<file path="src/rtl/fifo_pkg.sv">
// Shared types and helpers for the parametrised synchronous FIFO.
//   fifo_err_t : error event raised in a given cycle (none / overflow / underflow)
//   addr_w()   : address width for a given storage depth
//   FIFO_DEF_* : default width/depth, matching the original 128-bit x16 FIFO
package fifo_pkg;

  localparam int FIFO_DEF_DATA_W = 128;
  localparam int FIFO_DEF_DEPTH  = 16;

  typedef enum logic [1:0] {
    ERR_NONE,
    ERR_OVF,
    ERR_UNF
  } fifo_err_t;

  function automatic int addr_w(input int depth);
    return $clog2(depth);
  endfunction

endpackage

</file>
<file path="src/rtl/fifo_mem_dp.sv">
// DEPTH x DATA_W storage for the FIFO: one write port and one synchronous,
// enabled read port. The array itself is never reset; only the read data
// register is, so the FIFO output comes up as zero.
//   clk      : clock
//   reset    : asynchronous active-low reset of the read register
//   wr_en    : write strobe
//   wr_addr  : write address
//   wr_data  : write data
//   rd_en    : read strobe, loads rd_data from rd_addr
//   rd_addr  : read address
//   rd_clr   : synchronous clear of the read register
//   rd_data  : registered read data
module fifo_mem_dp
  import fifo_pkg::*;
#(
  parameter int DATA_W = FIFO_DEF_DATA_W,
  parameter int DEPTH  = FIFO_DEF_DEPTH,
  parameter int ADDR_W = addr_w(DEPTH)
) (
  input  logic              clk,
  input  logic              reset,
  input  logic              wr_en,
  input  logic [ADDR_W-1:0] wr_addr,
  input  logic [DATA_W-1:0] wr_data,
  input  logic              rd_en,
  input  logic [ADDR_W-1:0] rd_addr,
  input  logic              rd_clr,
  output logic [DATA_W-1:0] rd_data
);

  logic [DATA_W-1:0] mem [DEPTH];

  always_ff @(posedge clk) begin
    if (wr_en) mem[wr_addr] <= wr_data;
  end

  // Read-first: a read of the address being written returns the old word,
  // which is what a full FIFO doing simultaneous write+read needs.
  always_ff @(posedge clk or negedge reset) begin
    if (!reset)      rd_data <= '0;
    else if (rd_clr) rd_data <= '0;
    else if (rd_en)  rd_data <= mem[rd_addr];
  end

endmodule

</file>
<file path="src/rtl/sync_fifo_param.sv">
// Parametrised single-clock FIFO with registered flags, fill count, sticky
// overflow/underflow flags, synchronous flush and optional first-word-fall-
// through output.
//   clk, reset   : clock, asynchronous active-low reset
//   i_flush      : synchronous flush (error flags are kept)
//   i_clr_err    : clears o_overflow / o_underflow
//   i_wren       : write request, i_wrdata the word
//   i_rden       : read request (FWFT: pop of the head word)
//   o_rddata     : read data (FWFT: head word while !o_empty)
//   o_full, o_alm_full, o_empty, o_alm_empty : registered status flags
//   o_count      : entries written and not yet popped
//   o_overflow, o_underflow : sticky error flags
module sync_fifo_param
  import fifo_pkg::*;
#(
  parameter int DATA_W    = FIFO_DEF_DATA_W,
  parameter int DEPTH     = FIFO_DEF_DEPTH,
  parameter int AF_MARGIN = 2,
  parameter int AE_MARGIN = 2,
  parameter int FWFT      = 0
) (
  input  logic                   clk,
  input  logic                   reset,
  input  logic                   i_flush,
  input  logic                   i_clr_err,
  input  logic                   i_wren,
  input  logic [DATA_W-1:0]      i_wrdata,
  input  logic                   i_rden,
  output logic [DATA_W-1:0]      o_rddata,
  output logic                   o_full,
  output logic                   o_alm_full,
  output logic                   o_empty,
  output logic                   o_alm_empty,
  output logic [$clog2(DEPTH):0] o_count,
  output logic                   o_overflow,
  output logic                   o_underflow
);

  localparam int ADDR_W = addr_w(DEPTH);
  localparam int CNT_W  = ADDR_W + 1;
  localparam logic [CNT_W-1:0] CNT_FULL = CNT_W'(DEPTH);
  localparam logic [CNT_W-1:0] CNT_AF   = CNT_W'(DEPTH - AF_MARGIN);
  localparam logic [CNT_W-1:0] CNT_AE   = CNT_W'(AE_MARGIN);

  logic [ADDR_W:0]  wr_ptr, rd_ptr;
  logic             wr_accept, rd_accept, ram_rd_en, empty_nxt;
  logic [CNT_W-1:0] count_nxt;
  fifo_err_t        err_evt;

  // Flush wins over any request in the same cycle.
  assign rd_accept = i_rden & ~o_empty & ~i_flush;
  assign wr_accept = i_wren & (~o_full | rd_accept) & ~i_flush;

  always_comb begin
    count_nxt = o_count;
    case ({wr_accept, rd_accept})
      2'b10:   count_nxt = o_count + 1'b1;
      2'b01:   count_nxt = o_count - 1'b1;
      default: count_nxt = o_count;
    endcase
  end

  always_comb begin
    err_evt = ERR_NONE;
    if (!i_flush) begin
      if (i_rden && o_empty)         err_evt = ERR_UNF;
      else if (i_wren && !wr_accept) err_evt = ERR_OVF;
    end
  end

  generate
    if (FWFT != 0) begin : g_fwft
      // The memory read register doubles as the prefetch stage; o_empty is
      // its inverted valid bit. Refill it whenever it is empty or being popped.
      logic ram_has_data;
      assign ram_has_data = (wr_ptr != rd_ptr);
      assign ram_rd_en    = ram_has_data & (o_empty | rd_accept) & ~i_flush;
      assign empty_nxt    = ~(ram_rd_en | (~o_empty & ~rd_accept));
    end else begin : g_std
      assign ram_rd_en = rd_accept;
      assign empty_nxt = (count_nxt == '0);
    end
  endgenerate

  always_ff @(posedge clk or negedge reset) begin
    if (!reset) begin
      wr_ptr      <= '0;
      rd_ptr      <= '0;
      o_count     <= '0;
      o_full      <= 1'b0;
      o_alm_full  <= 1'b0;
      o_empty     <= 1'b1;
      o_alm_empty <= 1'b1;
    end else if (i_flush) begin
      wr_ptr      <= '0;
      rd_ptr      <= '0;
      o_count     <= '0;
      o_full      <= 1'b0;
      o_alm_full  <= 1'b0;
      o_empty     <= 1'b1;
      o_alm_empty <= 1'b1;
    end else begin
      if (wr_accept) wr_ptr <= wr_ptr + 1'b1;
      if (ram_rd_en) rd_ptr <= rd_ptr + 1'b1;
      o_count     <= count_nxt;
      o_full      <= (count_nxt == CNT_FULL);
      o_alm_full  <= (count_nxt >= CNT_AF);
      o_empty     <= empty_nxt;
      o_alm_empty <= (count_nxt <= CNT_AE);
    end
  end

  // A new error in the same cycle as i_clr_err keeps the flag set.
  always_ff @(posedge clk or negedge reset) begin
    if (!reset) begin
      o_overflow  <= 1'b0;
      o_underflow <= 1'b0;
    end else begin
      if (err_evt == ERR_OVF) o_overflow <= 1'b1;
      else if (i_clr_err)     o_overflow <= 1'b0;
      if (err_evt == ERR_UNF) o_underflow <= 1'b1;
      else if (i_clr_err)     o_underflow <= 1'b0;
    end
  end

  fifo_mem_dp #(
    .DATA_W (DATA_W),
    .DEPTH  (DEPTH),
    .ADDR_W (ADDR_W)
  ) u_mem (
    .clk     (clk),
    .reset   (reset),
    .wr_en   (wr_accept),
    .wr_addr (wr_ptr[ADDR_W-1:0]),
    .wr_data (i_wrdata),
    .rd_en   (ram_rd_en),
    .rd_addr (rd_ptr[ADDR_W-1:0]),
    .rd_clr  (i_flush),
    .rd_data (o_rddata)
  );

endmodule

</file>
<file path="config.mk">
export PLATFORM = sky130hd
export DESIGN_NAME = sync_fifo_param
export DESIGN_NICKNAME = d
export VERILOG_FILES = /design/src/rtl/fifo_pkg.sv /design/src/rtl/fifo_mem_dp.sv /design/src/rtl/sync_fifo_param.sv
export SDC_FILE = /design/constraint.sdc
export NUM_CORES = 2
export LEC_CHECK = 0
export CAP_MARGIN = 20
export CORE_MARGIN = 3
export CORE_UTILIZATION = 35
export DETAILED_ROUTE_END_ITERATION = 16
export DONT_BUFFER_PORTS = 1
export PLACE_DENSITY_LB_ADDON = 0.25
export SETUP_SLACK_MARGIN = 0.02
export SYNTH_ARGS = -nofsm -noshare
export SYNTH_HDL_FRONTEND = slang
export SYNTH_SLANG_ARGS = --single-unit
</file>
<file path="constraint.sdc">
create_clock -name clk -period 24.5 [get_ports clk]
set_input_delay 4.9 -clock clk [delete_from_list [all_inputs] [get_ports clk]]
set_output_delay 4.9 -clock clk [all_outputs]
set_load 0.02 [all_outputs]
</file>
Yosys cells after proc, flatten, opt, wreduce, memory -nomap -nowiden
Memories as Yosys holds them, arrays and structs flattened.
Index checks and enable logic that the tools add are counted.
- add/sub/neg operators: 4
- reduce and logical (&&, ||, !) cells: 8
- eq/ne operators: 5
- $lt $le $gt $ge: 2
- muxes and demuxes: 20
- bitwise gates (word level): 8
- operators with widths (operator ; count):
    two-way mux 128 bit ; 2
    two-way mux 5 bit ; 5
    adder 5 x 1 -> 5 bit, second input constant ; 3
    two-way mux 1 bit ; 10
    one-hot mux 5 bit (2 select lines) ; 1
    nonzero test 2 bit ; 4
    == test 5 bit, second input constant ; 1
    >= comparator 5 x 4 -> 1 bit, second input constant ; 1
    <= comparator 5 x 2 -> 1 bit, second input constant ; 1
    zero test 5 bit ; 1
    subtractor 5 x 1 -> 5 bit, second input constant ; 1
    AND 1 bit ; 4
    == test 2 x 1 -> 1 bit, second input constant ; 2
    == test 2 bit, second input constant ; 2
    two-way mux 2 bit ; 2
    inverter 1 bit ; 3
    logical AND 1 bit ; 2
    zero test 1 bit ; 1
    bitwise OR 1 bit ; 1
- flip-flop bits (word level): 149
- memories kept: 1
- word-level logic and storage cells: 58
- bits of input ports: 134
- RAM bits: 2048
- output and inout port bits: 139
- memory list (name ; depth ; bits a word ; read ports ; clocked after Yosys merged registers in ; write ports ; line ; text):
    u_mem.mem ; 16 ; 128 ; 1 ; 0 ; 1 ; fifo_mem_dp.sv:31 ; logic [DATA_W-1:0] mem [DEPTH];

Depth between registers and ports, before layout
- depth after elaboration: 13
- depth in mapped cells: 13
- depth with buffers taken out: 12

Cells and area by module
Synthesis repeated with hierarchy kept, for this count alone.
- cell total of the unflattened synthesis: 4893
- area total of the unflattened synthesis: 84188.2 µm²
- modules (own cells, without submodules) (module ; area each (µm²) ; cells each ; seq. area each (µm²) ; instances):
    fifo_mem_dp ; 83102.2 ; 4781 ; 64702.1 ; 1
    sync_fifo_param ; 1086.0 ; 112 ; 478.0 ; 1

Worst setup path before layout
OpenSTA, ideal clock, no wires.
- kind: input to register
- start point: input i_rden
- end point: memory u_mem.mem[1][0] (netlist name) (enable)
- slack: 9.454 ns
- buffers on the path: 1
- required time: 23.728 ns
- stages: 6
- library setup time: 0.772 ns
- arrival time: 14.274 ns
- cell sequence: nor2b_1 -> clkbuf_1 -> nor2_1 -> nor2_1 -> nand2_1 -> nor3_1
- cells in the longest elaborated chain, start to end: 7
- RTL lines (element ; line ; text):
    from (decl) ; sync_fifo_param.sv:28 ; input logic i_rden,
    AND 1 bit (2 in a row) ; sync_fifo_param.sv:51 ; assign rd_accept = i_rden & ~o_empty & ~i_flush;
    bitwise OR 1 bit ; sync_fifo_param.sv:52 ; assign wr_accept = i_wren & (~o_full | rd_accept) & ~i_flush;
    AND 1 bit (2 in a row) ; sync_fifo_param.sv:52 ;
    two-way mux 1 bit ; fifo_mem_dp.sv:34 ; if (wr_en) mem[wr_addr] <= wr_data;
    two-way mux 1 bit (not written as such) ; fifo_mem_dp.sv:34 ;
    to (decl) ; fifo_mem_dp.sv:31 ;
Every way passes these cells.

Final worst setup path
- start point: input i_rden
- end point: memory u_mem.mem[2][65] (netlist name) (enable)
Same word-level chain as after synthesis.

==> impl_metrics.env <==
export IMPL_synth_top_cell_by_area="edfxtp_1"
export IMPL_drv_slew=0
export IMPL_muxShareOfSynthArea_pct=17.1
export IMPL_layout_cells_non_filler=7080
export IMPL_period_minus_slack_ns=7.92
export IMPL_path_clk_slew_ns=0.06
export IMPL_final_antenna_net_count=0
export IMPL_grt_pass1_wl_mm=288
export IMPL_clockRootBuffer="clkbuf_16"
export IMPL_cp_start_kind="primary input"
export IMPL_crit_required_ns=24.93
export IMPL_p_per_area_nw_per_um2=83.3
export IMPL_die_y_um=492
export IMPL_max_vdd_ir_drop_mv=0.0581
export IMPL_syn_to_final_growth_pct=13.1
export IMPL_netSwitchingFraction_pct=21.0
export IMPL_antenna_found_initial=2
export IMPL_mostFrequentLayoutCell="edfxtp_1"
export IMPL_synth_avg_cell_area_um2=22.7
export IMPL_p_int_uw=6160
export IMPL_rr_worst_depth=9
export IMPL_synth_area_um2=82700
export IMPL_pwr_share_seq_pct=53.8
export IMPL_gp_congestion=0.707
export IMPL_yosys_area_share_simple_pct=0.956
export IMPL_ctsHtreeMaxLevel=4
export IMPL_start_util_pct=35.4
export IMPL_cp_slowest_stage_delay_ns=0.86
export IMPL_portBuffers=0
export IMPL_fp_dieW_um=492
export IMPL_drive_above_1_share_pct=23.3
export IMPL_cap_violations=0
export IMPL_critPathTopFamily="buffers and inverters"
export IMPL_synth_top_area_share_pct=74.3
export IMPL_synth_xor_area_share_pct=0.116
export IMPL_path_cells="nor2b_1 -> nor2_1 -> nor2_1 -> nand2_1 -> nor3_2 -> buf_4 -> buf_4"
export IMPL_grt_use_total_pct=16.2
export IMPL_hold_depth=2
export IMPL_synth_compound_area_share_pct=1.69
export IMPL_grt_max_degree=148
export IMPL_die_area_um2=242000
export IMPL_synth_distinct_cells=40
export IMPL_pin_count=273
export IMPL_finalInstanceArea_um2=93600
export IMPL_dp_hpwl_mm=106
export IMPL_first_pass_iters=5
export IMPL_cts_sinks=2195
export IMPL_synthTopCellsByArea="edfxtp_1, mux4_2, dfrtp_1"
export IMPL_hp_start="o_empty$_DFF_PN1_"
export IMPL_route_detailed_drc=0
export IMPL_worstMarginPinSlew_ns=1.11
export IMPL_grt_setup_unrepaired="false"
export IMPL_finalCritPeriodShare_pct=32.3
export IMPL_tritoncts="built"
export IMPL_p_sw_uw=1630
export IMPL_yosysSeqAreaShare_pct=78.8
export IMPL_postCtsSetupBuffers=0
export IMPL_clock_latency_ns=0.85
export IMPL_synth_fp_nets=3792
export IMPL_via_per_inst=5.19
export IMPL_critPathBufInv=2
export IMPL_p_leak_uw=0.0282
export IMPL_cts_buffers=222
export IMPL_synth_top_family_by_area="multiplexers"
export IMPL_hold_class="reg -> reg"
export IMPL_fill_cells=20700
export IMPL_combPwrFrac_pct=4.1
export IMPL_clockPowerShare_pct=42.1
export IMPL_layout_common_cells="edfxtp_1, mux4_2, mux2i_1"
export IMPL_setup_violations=0
export IMPL_rr_startpoint="rd_ptr[0]$_DFFE_PN0P_"
export IMPL_cts_hold_buffers=0
export IMPL_synth_seq_cells=2195
export IMPL_crit_arrival_ns=8.35
export IMPL_crit_start="i_rden"
export IMPL_worstReg2RegEnd="u_mem.rd_data[59]$_DFFE_PN0P_"
export IMPL_timing_fmax_mhz=126
export IMPL_crit_fanout=53
export IMPL_clk_path_buf_depth=3
export IMPL_drt_wl_total_mm=198
export IMPL_nNetsFinal=3892
export IMPL_grt_overflow=0
export IMPL_slew_headroom_pct=25.8
export IMPL_hold_violations=0
export IMPL_end_kind="flip-flop"
export IMPL_netlist_instances=3650
export IMPL_tns_ns=0
export IMPL_place_area_um2=86400
export IMPL_rows=177
export IMPL_wire_per_inst_um=27.9
export IMPL_hold_end="o_underflow$_DFFE_PN0P_"
export IMPL_dpl_cell_count=6657
export IMPL_yosys_warnings=0
export IMPL_status="finished, final reports clean"
export IMPL_core_area_um2=234000
export IMPL_fin_worst_skew_ns=0.0482
export IMPL_critPathSlowestCell="buf_4"
export IMPL_vias=36700
export IMPL_r2r_slack_ns=19.01
export IMPL_synth_fa_ha_area_share_pct=0.121
export IMPL_grt_pass1_vias=39200
export IMPL_crit_type="in -> reg"
export IMPL_drt_iter0_drc=2584
export IMPL_post_cts_resized=0
## cell usage after synthesis
cell type  number
a21o_1          3
a21oi_1       131
a31o_1          1
a31oi_1         1
a32oi_1         1
and2_1          1
and3_1          1
buf_1           9
buf_2          65
buf_4          10
buf_6          23
buf_8           1
clkbuf_1       85
dfrtp_1       145
dfstp_2         2
edfxtp_1     2048
ha_1            8
inv_1           7
inv_2           1
mux2i_1       259
mux4_2        512
nand2_1        11
nand2b_1        5
nand3b_1        2
nand4_1         2
nand4b_1        1
nor2_1        158
nor2b_1         2
nor3_1          4
nor3b_1         3
nor3b_2         1
o21a_1          1
o21ai_1       128
o22ai_1         2
o311a_1         1
o31ai_1         1
o32ai_1         2
or3b_1          1
xnor2_1         3
xor2_1          8
## state kept, by name (all words and copies together), names as in the netlist, 4 cells and up
name / cells
u_mem.rd_data: 128
o_count: 5
u_mem.mem: 2048
rd_ptr: 4
wr_ptr: 4
## how the worst max path moves through the flow
stage          cells after the start                         end
2_1_floorplan                      6   u_mem.mem[1][0]$_DFFE_PP_
3_3_place_gp                       7  u_mem.mem[2][58]$_DFFE_PP_
3_5_place_dp                       7  u_mem.mem[2][38]$_DFFE_PP_
4_1_cts                            7  u_mem.mem[2][65]$_DFFE_PP_
5_1_grt                            7  u_mem.mem[2][67]$_DFFE_PP_
6_report                           7  u_mem.mem[2][65]$_DFFE_PP_
## layer usage
layer	share of wire (%)	routed length [um]	vias to the layer above	GRT usage, %
met5	0.0066	13	-	0
met3	5.5	10800	242	3.68
met2	53	104000	801	28.8
met4	1.8	3590	2	3.77
met1	40	78800	20200	20.2
li1	-	-	15400	-
## layout make-up
| type | instances | area [um2] | area share, % |
|---|---|---|---|
| antenna | 1 | 2.50 | 0.00267 |
| clock buffer | 304 | 6020 | 6.44 |
| clock inverter | 117 | 1100 | 1.17 |
| inverter | 8 | 30.0 | 0.0321 |
| multi-input combinational | 1254 | 16600 | 17.8 |
| sequential | 2195 | 65200 | 69.7 |
| tap | 3132 | 3920 | 4.19 |
| timing repair buffer | 69 | 663 | 0.709 |
## worst min-delay path: stages, from the launching register on
cell and delay (ns):
dfstp_2 0.43, nand2_1 0.07, o22ai_1 0.07
## logic make-up (layout without fill, tap and decap cells)
family / count (synthesis) / in the layout
flip-flops: 2195 / 2195
AND/OR/NAND/NOR: 192 / 192
AO/OA/AOI/OAI: 272 / 272
buffers and inverters: 201 / 498
other: 0 / 1
adder cells (fa/ha/maj): 8 / 8
XOR/XNOR: 11 / 11
multiplexers: 771 / 771
## per-stage QoR
step                worst slack, ns  hold WS (ns)  total power, uW  utilization, %
floorplan                      9.45         0.517             4520               -
global placement              15.62         0.590             4600            37.0
detailed placement            15.57         0.607             4610            37.0
finish                        16.58         0.616             7790            40.0
global route                  16.29         0.639             8070            40.0
CTS                           16.47         0.617             7900            40.0
## power by group through the flow
stage / registers [uW] / logic (uW) / clock network, uW
finish: 4190 / 318 / 3280
global route: 4200 / 346 / 3530
CTS: 4200 / 330 / 3370
detailed placement: 4280 / 330 / 0
global placement: 4280 / 329 / 0
floorplan: 4260 / 261 / 0
Power figures use the tool's default switching activity.
